<file path="src/rtl/multi_debouncer_if.sv">
// multi_debouncer_if -- bundle of the per-channel debouncer signals.
//   P    : raw bouncing inputs, driven by the master side
//   Z    : registered debounced levels
//   rise : one-clock pulse when Z[i] goes 0->1
//   fall : one-clock pulse when Z[i] goes 1->0
// The debouncer itself takes the slave modport.
interface multi_debouncer_if #(
   parameter int N = 4
);
   logic [N-1:0] P;
   logic [N-1:0] Z;
   logic [N-1:0] rise;
   logic [N-1:0] fall;

   modport master (output P, input Z, rise, fall);
   modport slave  (input P, output Z, rise, fall);
endinterface

</file>
<file path="src/rtl/multi_debouncer.sv">
// multi_debouncer -- N independent debounce channels sharing one sample-tick
// prescaler. Each channel synchronizes its raw input through two flops, then
// accepts a new level only after STABLE consecutive ticks of disagreement
// with the current debounced level.
//   clock   : single rising-edge clock
//   reset_n : synchronous active-low reset
//   bus     : multi_debouncer_if.slave (P in; Z, rise, fall out)

// One debounce channel.
module multi_debouncer_lane #(
   parameter int STABLE    = 16,
   parameter bit RESET_VAL = 1'b0
) (
   input  logic clock,
   input  logic reset_n,
   input  logic tick,
   input  logic p,
   output logic z,
   output logic rise,
   output logic fall
);
   localparam int CW = (STABLE > 1) ? $clog2(STABLE) : 1;
   localparam logic [CW-1:0] CMAX = CW'(STABLE - 1);

   logic          s1, s2;
   logic [CW-1:0] cnt;

   always_ff @(posedge clock) begin
      if (!reset_n) begin
         s1   <= RESET_VAL;
         s2   <= RESET_VAL;
         z    <= RESET_VAL;
         cnt  <= '0;
         rise <= 1'b0;
         fall <= 1'b0;
      end else begin
         s1   <= p;
         s2   <= s1;
         rise <= 1'b0;
         fall <= 1'b0;
         // Any agreement restarts the count, tick or not, so short glitches
         // never accumulate.
         if (s2 == z) begin
            cnt <= '0;
         end else if (tick) begin
            if (cnt == CMAX) begin
               // Pulses are registered alongside z so they line up with the
               // first cycle the new level is visible.
               z    <= s2;
               cnt  <= '0;
               rise <= s2;
               fall <= ~s2;
            end else begin
               cnt <= cnt + 1'b1;
            end
         end
      end
   end
endmodule

module multi_debouncer #(
   parameter int N         = 4,
   parameter int STABLE    = 16,
   parameter int TICK_DIV  = 256,
   parameter bit RESET_VAL = 1'b0
) (
   input logic               clock,
   input logic               reset_n,
   multi_debouncer_if.slave  bus
);
   logic         tick;
   logic [N-1:0] z_w, rise_w, fall_w;

   // Free-running prescaler; input activity never restarts it.
   generate
      if (TICK_DIV == 1) begin : g_notick
         assign tick = 1'b1;
      end else begin : g_presc
         localparam int PW = $clog2(TICK_DIV);
         localparam logic [PW-1:0] PMAX = PW'(TICK_DIV - 1);
         logic [PW-1:0] presc;

         always_ff @(posedge clock) begin
            if (!reset_n)           presc <= '0;
            else if (presc == PMAX) presc <= '0;
            else                    presc <= presc + 1'b1;
         end

         assign tick = (presc == PMAX);
      end
   endgenerate

   generate
      for (genvar i = 0; i < N; i++) begin : g_lane
         multi_debouncer_lane #(
            .STABLE    (STABLE),
            .RESET_VAL (RESET_VAL)
         ) u_lane (
            .clock   (clock),
            .reset_n (reset_n),
            .tick    (tick),
            .p       (bus.P[i]),
            .z       (z_w[i]),
            .rise    (rise_w[i]),
            .fall    (fall_w[i])
         );
      end
   endgenerate

   assign bus.Z    = z_w;
   assign bus.rise = rise_w;
   assign bus.fall = fall_w;
endmodule

</file>
<file path="src/flat_wrapper.sv">
// flat-port wrapper written by rule: the top's interface ports become plain ports
module multi_debouncer_flat 
#(
   parameter int N         = 4,
   parameter int STABLE    = 16,
   parameter int TICK_DIV  = 256,
   parameter bit RESET_VAL = 1'b0
)
  (clock, reset_n, bus_P, bus_Z, bus_rise, bus_fall);
  multi_debouncer_if #(.N(N)) bus_i ();
  input logic clock;
  input logic reset_n;
  input wire logic [$bits(bus_i.P)-1:0] bus_P;
  output wire logic [$bits(bus_i.Z)-1:0] bus_Z;
  output wire logic [$bits(bus_i.rise)-1:0] bus_rise;
  output wire logic [$bits(bus_i.fall)-1:0] bus_fall;
  assign bus_i.P = bus_P;
  assign bus_Z = bus_i.Z;
  assign bus_rise = bus_i.rise;
  assign bus_fall = bus_i.fall;
  multi_debouncer #(.N(N), .STABLE(STABLE), .TICK_DIV(TICK_DIV), .RESET_VAL(RESET_VAL)) u_core (.clock(clock), .reset_n(reset_n), .bus(bus_i));
endmodule
</file>
<file path="config.mk">
export PLATFORM = sky130hd
export DESIGN_NAME = multi_debouncer_flat
export DESIGN_NICKNAME = d
export VERILOG_FILES = /design/src/rtl/multi_debouncer_if.sv /design/src/rtl/multi_debouncer.sv /design/src/flat_wrapper.sv
export SDC_FILE = /design/constraint.sdc
export NUM_CORES = 1
export LEC_CHECK = 0
export ABC_AREA = 1
export ABC_CLOCK_PERIOD_IN_PS = 1800
export CAP_MARGIN = 20
export CORE_MARGIN = 2
export CORE_UTILIZATION = 40
export DETAILED_ROUTE_END_ITERATION = 16
export PLACE_DENSITY = 0.66
export REMOVE_ABC_BUFFERS = 1
export SLEW_MARGIN = 20
export SYNTH_ARGS = -nofsm -noshare
export SYNTH_HDL_FRONTEND = slang
export SYNTH_HIERARCHICAL = 1
export SYNTH_SLANG_ARGS = --single-unit
</file>
<file path="constraint.sdc">
create_clock -name clock -period 1.8 [get_ports clock]
set_input_delay 0.27 -clock clock [delete_from_list [all_inputs] [get_ports clock]]
set_output_delay 0.27 -clock clock [all_outputs]
set_load 0.05 [all_outputs]
</file>
==> results of run 1 <==
## routing by layer
metal | vias to the layer above | share of wire, % | global-route usage [%]
li1 | 872 | - | -
met1 | 677 | 49 | 15.7
met2 | 22 | 46 | 22.1
met3 | 6 | 3.9 | 4.14
met4 | 0 | 1.9 | 5.56
met5 | - | 0 | 0
## per-stage QoR
step | power [mW] | utilization, % | instances
after floorplan | 1.05 | - | 270
after global placement | 1.08 | 48.3 | 342
after detailed placement | 1.08 | 48.3 | 342
after CTS | 1.82 | 50.7 | 350
after global routing | 1.88 | 50.7 | 350
final | 1.79 | 50.7 | 350
## cell usage in the layout, fill, tap and decap left out, drive strengths merged
cell | Yosys | routed
nand2 | 80 | 80
nor2 | 61 | 61
dfxtp | 44 | 44
inv | 41 | 41
a21oi | 17 | 17
clkdlybuf4s50 | 0 | 13
nand3 | 11 | 11
buf | 0 | 7
clkbuf | 0 | 6
o21ai | 6 | 6
ha | 5 | 5
nor3 | 4 | 4
bufinv | 0 | 1
clkinv | 0 | 1
xnor2 | 1 | 1
## how the worst min path moves through the flow
stage	end	slack, ps	cells past startpoint
6_report	u_core/g_lane[3].u_lane/s2	410	2
5_1_grt	u_core/g_lane[0].u_lane/s2	430	2
4_1_cts	u_core/g_lane[0].u_lane/s2	420	2
3_5_place_dp	u_core/g_lane[0].u_lane/s2	400	2
3_3_place_gp	u_core/g_lane[3].u_lane/s2	390	2
2_1_floorplan	u_core/g_lane[0].u_lane/s1	360	2
## report_power, final
group	switching, mW	internal (mW)
sequential	0.00963	0.986
combinational	0.0322	0.0291
clock	0.321	0.412
## sequential cells by signal, indices dropped and copies added (netlist names)
name,flops
u_core/g_lane.u_lane/cnt,16
u_core/g_lane.u_lane/fall,4
u_core/g_lane.u_lane/rise,4
u_core/g_lane.u_lane/s1,4
u_core/g_lane.u_lane/s2,4
u_core/g_lane.u_lane/z,4
u_core/g_presc.presc,8
## layout make-up
type | instances | area, um2 | share of cell area [%]
repair buffers | 20 | 195 | 8.67
inverters | 41 | 154 | 6.83
well taps | 52 | 65.1 | 2.89
multi-input cells | 185 | 850 | 37.7
clock buffers | 6 | 72.6 | 3.22
flip-flops and latches | 44 | 881 | 39.1
clock inverters | 2 | 35.0 | 1.56
## Yosys cell counts
master,number,share of area (%)
ha_1,5,3.3
nand2_2,5,1.7
nor2_4,4,2.4
a21oi_2,1,0.46
nand3_1,11,2.9
o21ai_1,4,1.1
xnor2_1,1,0.46
o21ai_0,2,0.53
nand2_1,74,15
nor2_1,55,11
nor2_2,2,0.66
dfxtp_1,44,47
a21oi_1,16,4.2
nor3_1,4,1.1
inv_1,41,8.2
nand2_4,1,0.60
## cells by family (layout without fill, tap and decap cells)
| group | Yosys count | in the layout | share of synthesized area, % |
|---|---|---|---|
| fa+ha+maj | 5 | 5 | 3.32 |
| simple gates | 156 | 156 | 35.0 |
| xor+xnor | 1 | 1 | 0.465 |
| compound gates | 23 | 23 | 6.31 |
| flops | 44 | 44 | 46.7 |
| buf+inv | 41 | 69 | 8.17 |
==> results.sh, run 1 <==
export IMPL_status="complete, no violations"
export IMPL_htree_levels=2
export IMPL_reg2reg_slack_ps=200
export IMPL_wl_um=3000
export IMPL_worstHoldStart="u_core/g_lane[3].u_lane/s1"
export IMPL_cap_violations=0
export IMPL_cp_startpoint="u_core/g_lane[0].u_lane/fall"
export IMPL_slew_headroom_pct=66.1
export IMPL_r2r_cells=11
export IMPL_ir_drop_mv=0.530
export IMPL_yosysUniqueCellTypes=16
export IMPL_critPathMaxStageDelay_ps=800
export IMPL_worst_endpoint_arrival_ps=1410
export IMPL_p_per_area_mw_per_mm2=795
export IMPL_dpl_cell_area_mm2=0.00214
export IMPL_dpl_hpwl_um=2250
export IMPL_area_delta_synth_final_pct=19.5
export IMPL_dieArea_mm2=0.00528
export IMPL_pre_cts_slack_ps=198
export IMPL_viasPerCell=4.51
export IMPL_grt_pass1_wl_um=5510
export IMPL_grt_pass1_vias=1334
export IMPL_fin_crit_ps=1680
export IMPL_setup_ws_ps=120
export IMPL_chipHeight_um=72.6
export IMPL_hold_violations=0
export IMPL_cts_resized=0
export IMPL_crit_path_end_kind="output port"
export IMPL_cp_depth=1
export IMPL_finalNetCount=308
export IMPL_final_area_mm2=0.00225
export IMPL_r2r_end="u_core/g_lane[2].u_lane/z"
export IMPL_grt_max_degree=22
export IMPL_critical_path_top_delay_family="buffers and inverters"
export IMPL_hold_class="flip-flop to flip-flop"
export IMPL_crit_end="bus_fall[0]"
export IMPL_syn_area_per_cell_um2=6.98
export IMPL_rsz0062_at_grt="no"
export IMPL_regToRegStartpoint="u_core/g_presc.presc[0]"
export IMPL_cts_reportedPaths_clkPinSlew_ps=80
export IMPL_firstDrtPassIters=4
export IMPL_hold_buffers=0
export IMPL_initial_core_util_pct=42.4
export IMPL_worst_slew_pin_slew_ps=507
export IMPL_timing_final_crit_share_pct=93.3
export IMPL_hold_slack_ps=414
export IMPL_tritoncts="built"
export IMPL_clock_root_buffer="clkbuf_8"
export IMPL_cts_setup_buffers=0
export IMPL_syn_area_mm2=0.00188
export IMPL_netlist_instances=270
export IMPL_drt_iter0_markers=101
export IMPL_rows=24
export IMPL_via_count=1577
export IMPL_design_core_area_mm2=0.00444
export IMPL_grt_antenna_before_repair=0
export IMPL_crit_slowest_cell="clkdlybuf4s50_1"
export IMPL_path_cells="clkdlybuf4s50_1"
export IMPL_ys_seq_elements=44
export IMPL_ys_seq_area_share_pct=46.7
export IMPL_clk_latency_ps=290
export IMPL_n_fill_cell=444
export IMPL_path_buf_inv=1
export IMPL_place_gp_congestion=0.767
export IMPL_grt_util_all_layers_pct=13.2
export IMPL_clock_tree_buffer_depth=2
export IMPL_setup_tns_ps=0
export IMPL_antenna_cells=0
export IMPL_drc=0
export IMPL_finalSetupViolCount=0
export IMPL_avgRoutedWirePerCell_um=8.58
export IMPL_die_w_um=72.6
export IMPL_maxSlewViolCount=0
export IMPL_boundaryPins=18
export IMPL_io_buffers=17
export IMPL_gr_total_overflow=0
export IMPL_timing_fmax_mhz=595
export IMPL_critPathLaunchType="flip-flop"
export IMPL_ant_nets=0
export IMPL_required_ps=1530
export IMPL_drive_above_1_share_pct=9.06
export IMPL_ys_warn_count=6
export IMPL_numCtsBuffers=5
export IMPL_skew_ps=2.03
export IMPL_p_leak_nw=0.837
export IMPL_cts_num_sinks=44
export IMPL_crit_type="flip-flop to output port"
export IMPL_path_max_fanout=1
Power figures use the tool's default switching activity.
==> run 2: changes to the inputs <==
- ABC_CLOCK_PERIOD_IN_PS: 1800 -> 2100
- PLACE_DENSITY: 0.66 -> 0.64
- clock period: 1.8 -> 2.1 ns (I/O delays scaled with it)
==> results.sh, run 2 (synthesized netlist as in run 1, its figures left out) <==
export IMPL_cts_reportedPaths_clkPinSlew_ps=80
export IMPL_timing_final_crit_share_pct=87.7
export IMPL_avgRoutedWirePerCell_um=8.83
export IMPL_path_buf_inv=1
export IMPL_cts_setup_buffers=0
export IMPL_worst_slew_pin_slew_ps=503
export IMPL_p_leak_nw=0.842
export IMPL_ir_drop_mv=0.393
export IMPL_stdcell_count=349
export IMPL_grt_antenna_before_repair=0
export IMPL_dp_cells=341
export IMPL_grt_pass1_vias=1314
export IMPL_drive_above_1_share_pct=7.74
export IMPL_final_area_mm2=0.00229
export IMPL_path_cells="clkdlybuf4s50_1"
export IMPL_setup_ws_ps=258
export IMPL_dpl_hpwl_um=2190
export IMPL_clock_tree_buffer_depth=2
export IMPL_grt_util_all_layers_pct=13.4
export IMPL_drt_iter0_markers=61
export IMPL_io_buffers=17
export IMPL_hold_violations=0
export IMPL_crit_slowest_cell="clkdlybuf4s50_1"
export IMPL_p_per_area_mw_per_mm2=779
export IMPL_worst_endpoint_arrival_ps=1530
export IMPL_cap_violations=0
export IMPL_antenna_cells=0
export IMPL_hold_class="flip-flop to flip-flop"
export IMPL_hold_end="u_core/g_lane[2].u_lane/s2"
export IMPL_grt_pass1_wl_um=5480
export IMPL_critPathLaunchType="flip-flop"
export IMPL_viasPerCell=4.49
export IMPL_whs_path_depth=2
export IMPL_design_core_area_mm2=0.00444
export IMPL_numCtsBuffers=5
export IMPL_via_count=1568
export IMPL_reg2reg_slack_ps=410
export IMPL_crit_path_end_kind="output port"
export IMPL_finalNetCount=307
export IMPL_ant_nets=0
export IMPL_boundaryPins=18
export IMPL_cts_num_sinks=44
export IMPL_largest_reg_flops=16
export IMPL_area_delta_synth_final_pct=21.7
export IMPL_drc=0
export IMPL_worstHoldStart="u_core/g_lane[2].u_lane/s1"
export IMPL_p_total_mw=1.79
export IMPL_initial_core_util_pct=42.4
export IMPL_maxSlewViolCount=0
export IMPL_status="complete, no violations"
export IMPL_critPathMaxStageDelay_ps=830
export IMPL_wl_um=3080
export IMPL_skew_ps=6.65
export IMPL_clock_root_buffer="clkbuf_8"
export IMPL_place_gp_congestion=0.760
export IMPL_timing_fmax_mhz=543
export IMPL_htree_levels=2
export IMPL_final_common_cell="nand2_1"
export IMPL_r2r_cells=11
export IMPL_firstDrtPassIters=4
export IMPL_path_max_fanout=5
export IMPL_cp_startpoint="u_core/g_lane[0].u_lane/z"
export IMPL_hold_buffers=0
export IMPL_tritoncts="built"
export IMPL_gr_total_overflow=0
export IMPL_chipHeight_um=72.6
export IMPL_dpl_cell_area_mm2=0.00213
export IMPL_cts_resized=0
export IMPL_rows=24
export IMPL_r2r_end="u_core/g_lane[1].u_lane/z"
export IMPL_crit_type="flip-flop to output port"
export IMPL_setup_tns_ps=0
export IMPL_grt_max_degree=25
export IMPL_required_ps=1780
export IMPL_slew_headroom_pct=66.3
export IMPL_dieArea_mm2=0.00528
export IMPL_finalSetupViolCount=0
export IMPL_clk_latency_ps=300
export IMPL_regToRegStartpoint="u_core/g_presc.presc[0]"
export IMPL_rsz0062_at_grt="no"
export IMPL_pre_cts_slack_ps=409
export IMPL_fin_crit_ps=1840
export IMPL_reg_largest_list="u_core/g_lane.u_lane/cnt: 16 flops, u_core/g_presc.presc: 8 flops"
export IMPL_critical_path_top_delay_family="buffers and inverters"
export IMPL_final_cell_mix="nand2_1, nor2_1, dfxtp_1"
export IMPL_die_w_um=72.6
export IMPL_regMostFlops="u_core/g_lane.u_lane/cnt"
## run 2: cell count changes in the layout (fill, tap and decap cells not counted), sizes merged
cell / delta
buf: -5
bufinv: +2
clkbuf: -1
clkdlybuf4s50: +4
clkinv: -1
## run 2: metrics by stage
step	hold slack [ps]	utilization (%)
after global routing	431	51.6
after global placement	394	48.0
after CTS	422	51.6
final	418	51.6
after floorplan	390	-
after detailed placement	397	48.0
## run 2: worst max path at each step
stage	to	slack, ps	cells after the start
global placement	u_core/g_lane[2].u_lane/z	450	11
floorplan	u_core/g_lane[0].u_lane/z	350	10
global route	u_core/g_lane[1].u_lane/z	170	11
detailed placement	u_core/g_lane[1].u_lane/z	410	11
CTS	bus_Z[3]	230	1
finish	bus_Z[0]	260	1
## run 2: tightest hold or removal path, delay by kind of cell (launching register included)
kind	cells	cell delay, ps
buf+inv	1	40
flops	1	310
simple gates	1	50
## run 2: power breakdown
part,total (mW),internal (mW),switching [mW]
registers,0.854,0.846,0.00839
logic,0.0492,0.0222,0.0270
clock network,0.883,0.595,0.289
## run 2: final cells by class
class / count / area (um2)
fill: 439 / 2150
sequential: 44 / 881
multi-input combinational: 185 / 850
timing repair buffer: 19 / 185
inverter: 41 / 154
clock inverter: 3 / 90.1
clock buffer: 5 / 68.8
tap: 52 / 65.1
## run 2: per-layer routing
layer / wire length (um) / up-vias / GRT usage [%]
met1: 1630 / 670 / 17.3
met3: 89 / 5 / 3.31
met5: 0 / - / 0
met4: 69 / 0 / 8.64
li1: - / 872 / -
met2: 1300 / 21 / 19.7
==> run 3: changes to the inputs <==
- TNS_END_PERCENT: not set -> 100
==> results of run 3 <==
The final DEF is identical to that of run 2; final timing and power are the same.
